### config.mk
export PLATFORM = sky130hd
export DESIGN_NAME = aib_osc_tmr_arb_flat
export DESIGN_NICKNAME = d
export VERILOG_FILES = /design/src/rtl/aib_osc_tmr_pkg.sv /design/src/rtl/aib_osc_tmr_arb_if.sv /design/src/rtl/aib_osc_rr_pick.sv /design/src/rtl/aib_osc_tmr_arb.sv /design/src/flat_wrapper.sv
export SDC_FILE = /design/constraint.sdc
export NUM_CORES = 1
export LEC_CHECK = 0
export ABC_AREA = 1
export CAP_MARGIN = 20
export CORE_MARGIN = 2
export CORE_UTILIZATION = 60
export CTS_CLUSTER_SIZE = 40
export DETAILED_ROUTE_END_ITERATION = 8
export DONT_BUFFER_PORTS = 1
export PLACE_DENSITY_LB_ADDON = 0.1
export SLEW_MARGIN = 20
export SYNTH_ARGS = -nofsm -noshare
export SYNTH_HDL_FRONTEND = slang
export SYNTH_SLANG_ARGS = --single-unit
export TNS_END_PERCENT = 1
### constraint.sdc
create_clock -name osc_clk -period 2.55 [get_ports osc_clk]
set_input_delay 0.1275 -clock osc_clk [delete_from_list [all_inputs] [get_ports osc_clk]]
set_output_delay 0.1275 -clock osc_clk [all_outputs]
set_load 0.01 [all_outputs]
### src/rtl/aib_osc_tmr_pkg.sv
// Shared types and limits for the aux-oscillator interval timer arbiter.
package aib_osc_tmr_pkg;

    typedef enum logic [1:0] {IDLE, RUN, DONE} osc_tmr_st_e;

    localparam int NREQ_MAX = 8;
    localparam int PRESC_W  = 4;

endpackage

### src/rtl/aib_osc_tmr_arb_if.sv
// Requester-side bundle for aib_osc_tmr_arb; presc_sel exists only with AIB_OSC_TMR_PRESCALE_EN.
interface aib_osc_tmr_arb_if
    import aib_osc_tmr_pkg::*;
#(
    parameter int NREQ  = 4,
    parameter int CNT_W = 16
);

    logic [NREQ-1:0]       req;
    logic [NREQ*CNT_W-1:0] cnt_val;
    logic [NREQ-1:0]       gnt;
    logic [NREQ-1:0]       done;
    logic                  busy;
    logic [CNT_W-1:0]      cur_cnt;
`ifdef AIB_OSC_TMR_PRESCALE_EN
    logic [PRESC_W-1:0]    presc_sel;

    modport master (output req, cnt_val, presc_sel, input gnt, done, busy, cur_cnt);
    modport slave  (input req, cnt_val, presc_sel, output gnt, done, busy, cur_cnt);
`else
    modport master (output req, cnt_val, input gnt, done, busy, cur_cnt);
    modport slave  (input req, cnt_val, output gnt, done, busy, cur_cnt);
`endif

endinterface

### src/rtl/aib_osc_rr_pick.sv
// Combinational round-robin picker: first set req bit at or above rr_ptr, wrapping.
module aib_osc_rr_pick #(
    parameter int NREQ  = 4,
    parameter int IDX_W = 2
) (
    input  logic [NREQ-1:0]  req,
    input  logic [IDX_W-1:0] rr_ptr,
    output logic [NREQ-1:0]  win_oh,
    output logic [IDX_W-1:0] win_idx,
    output logic             win_any
);

    int               kk;
    logic [IDX_W-1:0] k;

    always_comb begin
        win_oh  = '0;
        win_idx = '0;
        win_any = 1'b0;
        kk      = 0;
        k       = '0;
        for (int i = 0; i < NREQ; i++) begin
            kk = int'(rr_ptr) + i;
            if (kk >= NREQ) kk = kk - NREQ;
            k = IDX_W'(kk);
            if (!win_any && req[k]) begin
                win_any    = 1'b1;
                win_oh[k]  = 1'b1;
                win_idx    = k;
            end
        end
    end

endmodule

### src/rtl/aib_osc_tmr_arb.sv
// Round-robin shared interval timer on osc_clk: grant, count down, one-cycle done pulse.
// Optional tick prescaler enabled by macro AIB_OSC_TMR_PRESCALE_EN.
module aib_osc_tmr_arb
    import aib_osc_tmr_pkg::*;
#(
    parameter int NREQ  = 4,
    parameter int CNT_W = 16
) (
    input logic              osc_clk,
    input logic              osc_rst,
    aib_osc_tmr_arb_if.slave tmr
);

    localparam int IDX_W = (NREQ > 1) ? $clog2(NREQ) : 1;

    if (NREQ < 2 || NREQ > NREQ_MAX) begin : g_bad_nreq
        $error("aib_osc_tmr_arb: NREQ out of range");
    end

    osc_tmr_st_e      st_q, st_d;
    logic [IDX_W-1:0] own_q, own_d;
    logic [IDX_W-1:0] rr_ptr_q, rr_ptr_d;
    logic [CNT_W-1:0] cnt_q, cnt_d;
    logic [NREQ-1:0]  gnt_q, gnt_d;
    logic [NREQ-1:0]  done_q, done_d;
    logic             busy_q, busy_d;

    logic [NREQ-1:0]  win_oh;
    logic [IDX_W-1:0] win_idx;
    logic             win_any;
    logic [CNT_W-1:0] cnt_arr [NREQ];
    logic             tick;

    function automatic logic [IDX_W-1:0] next_ptr(input logic [IDX_W-1:0] idx);
        if (int'(idx) == NREQ - 1) return '0;
        return idx + 1'b1;
    endfunction

    for (genvar g = 0; g < NREQ; g++) begin : g_cnt
        assign cnt_arr[g] = tmr.cnt_val[g*CNT_W +: CNT_W];
    end

    aib_osc_rr_pick #(.NREQ(NREQ), .IDX_W(IDX_W)) u_pick (
        .req     (tmr.req),
        .rr_ptr  (rr_ptr_q),
        .win_oh  (win_oh),
        .win_idx (win_idx),
        .win_any (win_any)
    );

`ifdef AIB_OSC_TMR_PRESCALE_EN
    // Divider restarts at grant so the first tick lands 2**presc_sel cycles after gnt.
    logic [PRESC_W-1:0] presc_q;
    logic [14:0]        pcnt_q;
    logic [14:0]        pcnt_lim;

    assign pcnt_lim = 15'((32'd1 << presc_q) - 32'd1);
    assign tick     = (pcnt_q == pcnt_lim);

    always_ff @(posedge osc_clk or posedge osc_rst) begin
        if (osc_rst) begin
            presc_q <= '0;
            pcnt_q  <= '0;
        end else if (st_q == IDLE && win_any) begin
            presc_q <= tmr.presc_sel;
            pcnt_q  <= '0;
        end else if (st_q == RUN) begin
            pcnt_q <= tick ? 15'd0 : pcnt_q + 15'd1;
        end
    end
`else
    assign tick = 1'b1;
`endif

    always_comb begin
        st_d     = st_q;
        own_d    = own_q;
        rr_ptr_d = rr_ptr_q;
        cnt_d    = cnt_q;
        gnt_d    = gnt_q;
        done_d   = '0;
        busy_d   = busy_q;
        unique case (st_q)
            IDLE: begin
                if (win_any) begin
                    st_d   = RUN;
                    own_d  = win_idx;
                    gnt_d  = win_oh;
                    busy_d = 1'b1;
                    cnt_d  = cnt_arr[win_idx];
                end
            end
            RUN: begin
                // A dropped request beats a simultaneous expiry: no done pulse.
                if (!tmr.req[own_q]) begin
                    st_d     = IDLE;
                    gnt_d    = '0;
                    busy_d   = 1'b0;
                    cnt_d    = '0;
                    rr_ptr_d = next_ptr(own_q);
                end else if (tick) begin
                    if (cnt_q != '0) begin
                        cnt_d = cnt_q - 1'b1;
                    end else begin
                        st_d     = DONE;
                        gnt_d    = '0;
                        done_d   = gnt_q;
                        rr_ptr_d = next_ptr(own_q);
                    end
                end
            end
            DONE: begin
                st_d   = IDLE;
                busy_d = 1'b0;
            end
            default: st_d = IDLE;
        endcase
    end

    always_ff @(posedge osc_clk or posedge osc_rst) begin
        if (osc_rst) begin
            st_q     <= IDLE;
            own_q    <= '0;
            rr_ptr_q <= '0;
            cnt_q    <= '0;
            gnt_q    <= '0;
            done_q   <= '0;
            busy_q   <= 1'b0;
        end else begin
            st_q     <= st_d;
            own_q    <= own_d;
            rr_ptr_q <= rr_ptr_d;
            cnt_q    <= cnt_d;
            gnt_q    <= gnt_d;
            done_q   <= done_d;
            busy_q   <= busy_d;
        end
    end

    assign tmr.gnt     = gnt_q;
    assign tmr.done    = done_q;
    assign tmr.busy    = busy_q;
    assign tmr.cur_cnt = cnt_q;

endmodule

### src/flat_wrapper.sv
// flat-port wrapper written by rule: the top's interface ports become plain ports
module aib_osc_tmr_arb_flat import aib_osc_tmr_pkg::*;
#(
    parameter int NREQ  = 4,
    parameter int CNT_W = 16
)
  (osc_clk, osc_rst, tmr_req, tmr_cnt_val, tmr_gnt, tmr_done, tmr_busy, tmr_cur_cnt);
  aib_osc_tmr_arb_if #(.NREQ(NREQ), .CNT_W(CNT_W)) tmr_i ();
  input logic osc_clk;
  input logic osc_rst;
  input wire logic [$bits(tmr_i.req)-1:0] tmr_req;
  input wire logic [$bits(tmr_i.cnt_val)-1:0] tmr_cnt_val;
  output wire logic [$bits(tmr_i.gnt)-1:0] tmr_gnt;
  output wire logic [$bits(tmr_i.done)-1:0] tmr_done;
  output wire logic [$bits(tmr_i.busy)-1:0] tmr_busy;
  output wire logic [$bits(tmr_i.cur_cnt)-1:0] tmr_cur_cnt;
  assign tmr_i.req = tmr_req;
  assign tmr_i.cnt_val = tmr_cnt_val;
  assign tmr_gnt = tmr_i.gnt;
  assign tmr_done = tmr_i.done;
  assign tmr_busy = tmr_i.busy;
  assign tmr_cur_cnt = tmr_i.cur_cnt;
  aib_osc_tmr_arb #(.NREQ(NREQ), .CNT_W(CNT_W)) u_core (.osc_clk(osc_clk), .osc_rst(osc_rst), .tmr(tmr_i));
endmodule
==> impl_metrics.env <==
export IMPL_cp_cell_sequence="inv_1 > ha_1 > inv_1 > nand3_1 > nand2_4 > nor2_1 > nor2_2 > nand2_4 > buf_6 > nand3_1 > nand3_1 > nand2_1 > nand2_1 > a21oi_2"
export IMPL_routedWlPerCell_um=13.5
export IMPL_worst_slack_ns=0.204
export IMPL_maxSlewViolCount=0
export IMPL_port_buffers=0
export IMPL_hold_viol_final=0
export IMPL_r2r_setup_slack_ns=0.20
export IMPL_leakagePower_nw=1.65
export IMPL_synth_area_leaders="dfrtp_1 26%, nand2_1 13%, nand3_1 10%, nor2_1 8.4%, inv_1 7.7%"
export IMPL_dp_hpwl_mm=5.66
export IMPL_clockBufferDepth=2
export IMPL_gp_congestion=0.933
export IMPL_required_ns=2.72
export IMPL_routed_wl_mm=7.29
export IMPL_fill_cells=442
export IMPL_synthCells=472
export IMPL_holdWs_ns=0.142
export IMPL_grt_total_usage_pct=27.5
export IMPL_crit_type="register to register"
export IMPL_setup_viol=0
export IMPL_final_setup_tns_ns=0
export IMPL_seq_area_frac_synth_pct=25.6
export IMPL_core_rowCount=25
export IMPL_overflow=0
export IMPL_syn_cell_area_um2=3030
export IMPL_h_tree_depth=2
export IMPL_ys_async_sr_fraction_pct=100
export IMPL_cp_top_family="simple AND/OR/NAND/NOR gates"
export IMPL_core_um2=4790
export IMPL_p_per_area_nw_per_um2=1660
export IMPL_clock_latency_ns=0.29
export IMPL_grt_max_degree=34
export IMPL_yosysUniqueCellTypes=32
export IMPL_grt_pass1_wl_mm=12.1
export IMPL_timing_critical_path_buf_inv=3
export IMPL_crit_fanout=18
export IMPL_worstPathArrival_ns=2.52
export IMPL_antenna_found_initial=0
export IMPL_nets=556
export IMPL_grt_pass1_vias=2587
export IMPL_skew_ns=0.00954
export IMPL_die_area_um2=5640
export IMPL_fmax_ghz=0.426
export IMPL_synth_edf_count=0
export IMPL_cts_inserted_buffers=5
export IMPL_root_buffer="clkbuf_8"
export IMPL_drive_above_1_share_pct=11.6
export IMPL_dr_pass1_iters=5
export IMPL_initial_utilization_pct=63.3
export IMPL_period_share_pct=92.0
export IMPL_yosysTopAreaCell="dfrtp_1"
export IMPL_syn_to_final_growth_pct=4.95
export IMPL_hold_depth=4
export IMPL_grt_setup_unrepaired="false"
export IMPL_max_slew_margin_pct=67.5
export IMPL_boundaryPins=95
export IMPL_reg2regPathDepth=14
export IMPL_end_kind="register"
export IMPL_crit_path_top_delay_cell="dfrtp_2"
export IMPL_ir_drop_uv=1240
export IMPL_cts_sinks=31
export IMPL_ys_warn_count=0
export IMPL_ys_seq_elements=31
export IMPL_slowest_delay_ns=0.44
export IMPL_min_period_ns=2.35
export IMPL_cp_depth=14
export IMPL_preCtsSetupSlack_ns=0.146
export IMPL_ys_flop_type="dfrtp_1"
export IMPL_worst_slew_pin_slew_ns=0.482
export IMPL_p_total_mw=5.29
export IMPL_cts_clk_slew_worst_paths_ns=0.07
export IMPL_post_route_drc_count=0
export IMPL_die_y_um=75.1
export IMPL_drtIter0Drc=328
export IMPL_via_per_inst=5.46
export IMPL_path_common_cell="nand3_1"
export IMPL_avgSynthCellArea_um2=6.42
export IMPL_hp_class="primary input to register"
export IMPL_critPathLaunchType="register"
export IMPL_status="complete, no violations"
export IMPL_synth_nets=555
export IMPL_ant_nets=0
export IMPL_dieWidth_um=75.1
export IMPL_diodes=0
export IMPL_drv_cap=0
export IMPL_tritoncts="yes"
export IMPL_yosysTopAreaCellShare_pct=25.6
export IMPL_via_count=2953
## placed cells by master, fill, tap and decap left out, types with 2 or more instances in the layout
master    instances
a21oi_1          26
a21oi_2           6
a31oi_1           2
buf_4             7
clkbuf_8          7
clkinv_1          2
dfrtp_1          30
ha_1             13
inv_1            62
inv_2             2
inv_4             2
nand2_1         106
nand2_2           7
nand2_4           6
nand3_1          62
nand3_2           8
nand3b_1         12
nor2_1           68
nor2_2            2
nor4_1            2
o21ai_0          23
o31ai_1           2
or2_2             2
xor2_1            3
## repair_timing
item | 4_1_cts | 5_1_grt
hold buffers | 1 | 0
hold endpoints to repair | 31 | 0
setup endpoints to repair | 0 | 16
setup buffers | 0 | 0
resized for setup | 0 | 3
## stage by stage
step	utilization, %	cell area (um2)	std cells
final	66.5	3180	541
after global routing	66.5	3180	541
after CTS	66.2	3170	541
after detailed placement	63.9	3060	532
after global placement	63.9	3060	532
after floorplan	-	3030	472
## synth_stat cells (7+ instances only)
library cell and instances:
ha_1 13, inv_1 62, nand3b_1 12, nor2_1 68
nand3_2 8, nand3_1 62, nand2_2 7, buf_2 7
a21oi_1 26, o21ai_0 23, dfrtp_1 31, nand2_1 106
nand2_4 7
## kinds of logic (layout without fill, tap and decap cells)
| family | after synthesis | count (layout) | synth area share (%) |
|---|---|---|---|
| AO/OA/AOI/OAI | 60 | 60 | 11.0 |
| adder cells (fa/ha/maj) | 13 | 13 | 5.37 |
| flip-flops | 31 | 31 | 25.6 |
| buffers and inverters | 84 | 86 | 12.8 |
| XOR/XNOR | 4 | 4 | 1.16 |
| AND/OR/NAND/NOR | 280 | 280 | 44.1 |
## where the power goes
part	internal (mW)	leakage, nW	switching (mW)
combinational	1.27	1.21	2.49
clock	0.246	0.0515	0.175
sequential	0.720	0.386	0.387
total	2.24	1.65	3.05
## worst min-delay path, delay by kind of cell
family	cells	cell delay, ns
AND/OR/NAND/NOR	3	0.19
AO/OA/AOI/OAI	1	0.06
## state kept, by name (all words and copies together) (netlist names)
name / flops
u_core.tmr.busy: 1
u_core.tmr.done: 4
u_core.tmr.cur_cnt: 16
u_core.rr_ptr_q: 2
u_core.st_q: 2
u_core.tmr.gnt: 4
u_core.own_q: 2
## worst paths after layout
path | to | startpoint
min in group asynchronous | u_core.st_q[0] | osc_rst
setup reg to reg | u_core.tmr.cur_cnt[2] | u_core.rr_ptr_q[1]
hold / removal | u_core.tmr.cur_cnt[12] | tmr_cnt_val[44]
hold reg to reg | u_core.tmr.busy | u_core.tmr.busy
setup / recovery | u_core.tmr.cur_cnt[2] | u_core.rr_ptr_q[1]
max in group asynchronous | u_core.rr_ptr_q[1] | osc_rst
## routing by layer
layer	track usage, %	vias up	share of wire, %
met2	37.7	138	42
met4	8.13	0	1.3
met1	44.0	1293	49
met5	0	-	0
met3	3.61	9	7.8
li1	-	1513	-
## area by class of cell
cell class	count	area, um2	share of cell area, %
multi-input cells	357	1880	59.0
flip-flops and latches	31	777	24.4
inverters	69	269	8.46
clock buffers	8	100	3.15
well taps	67	83.8	2.64
repair buffers	9	73.8	2.32
(Power assumes the default switching activity.)
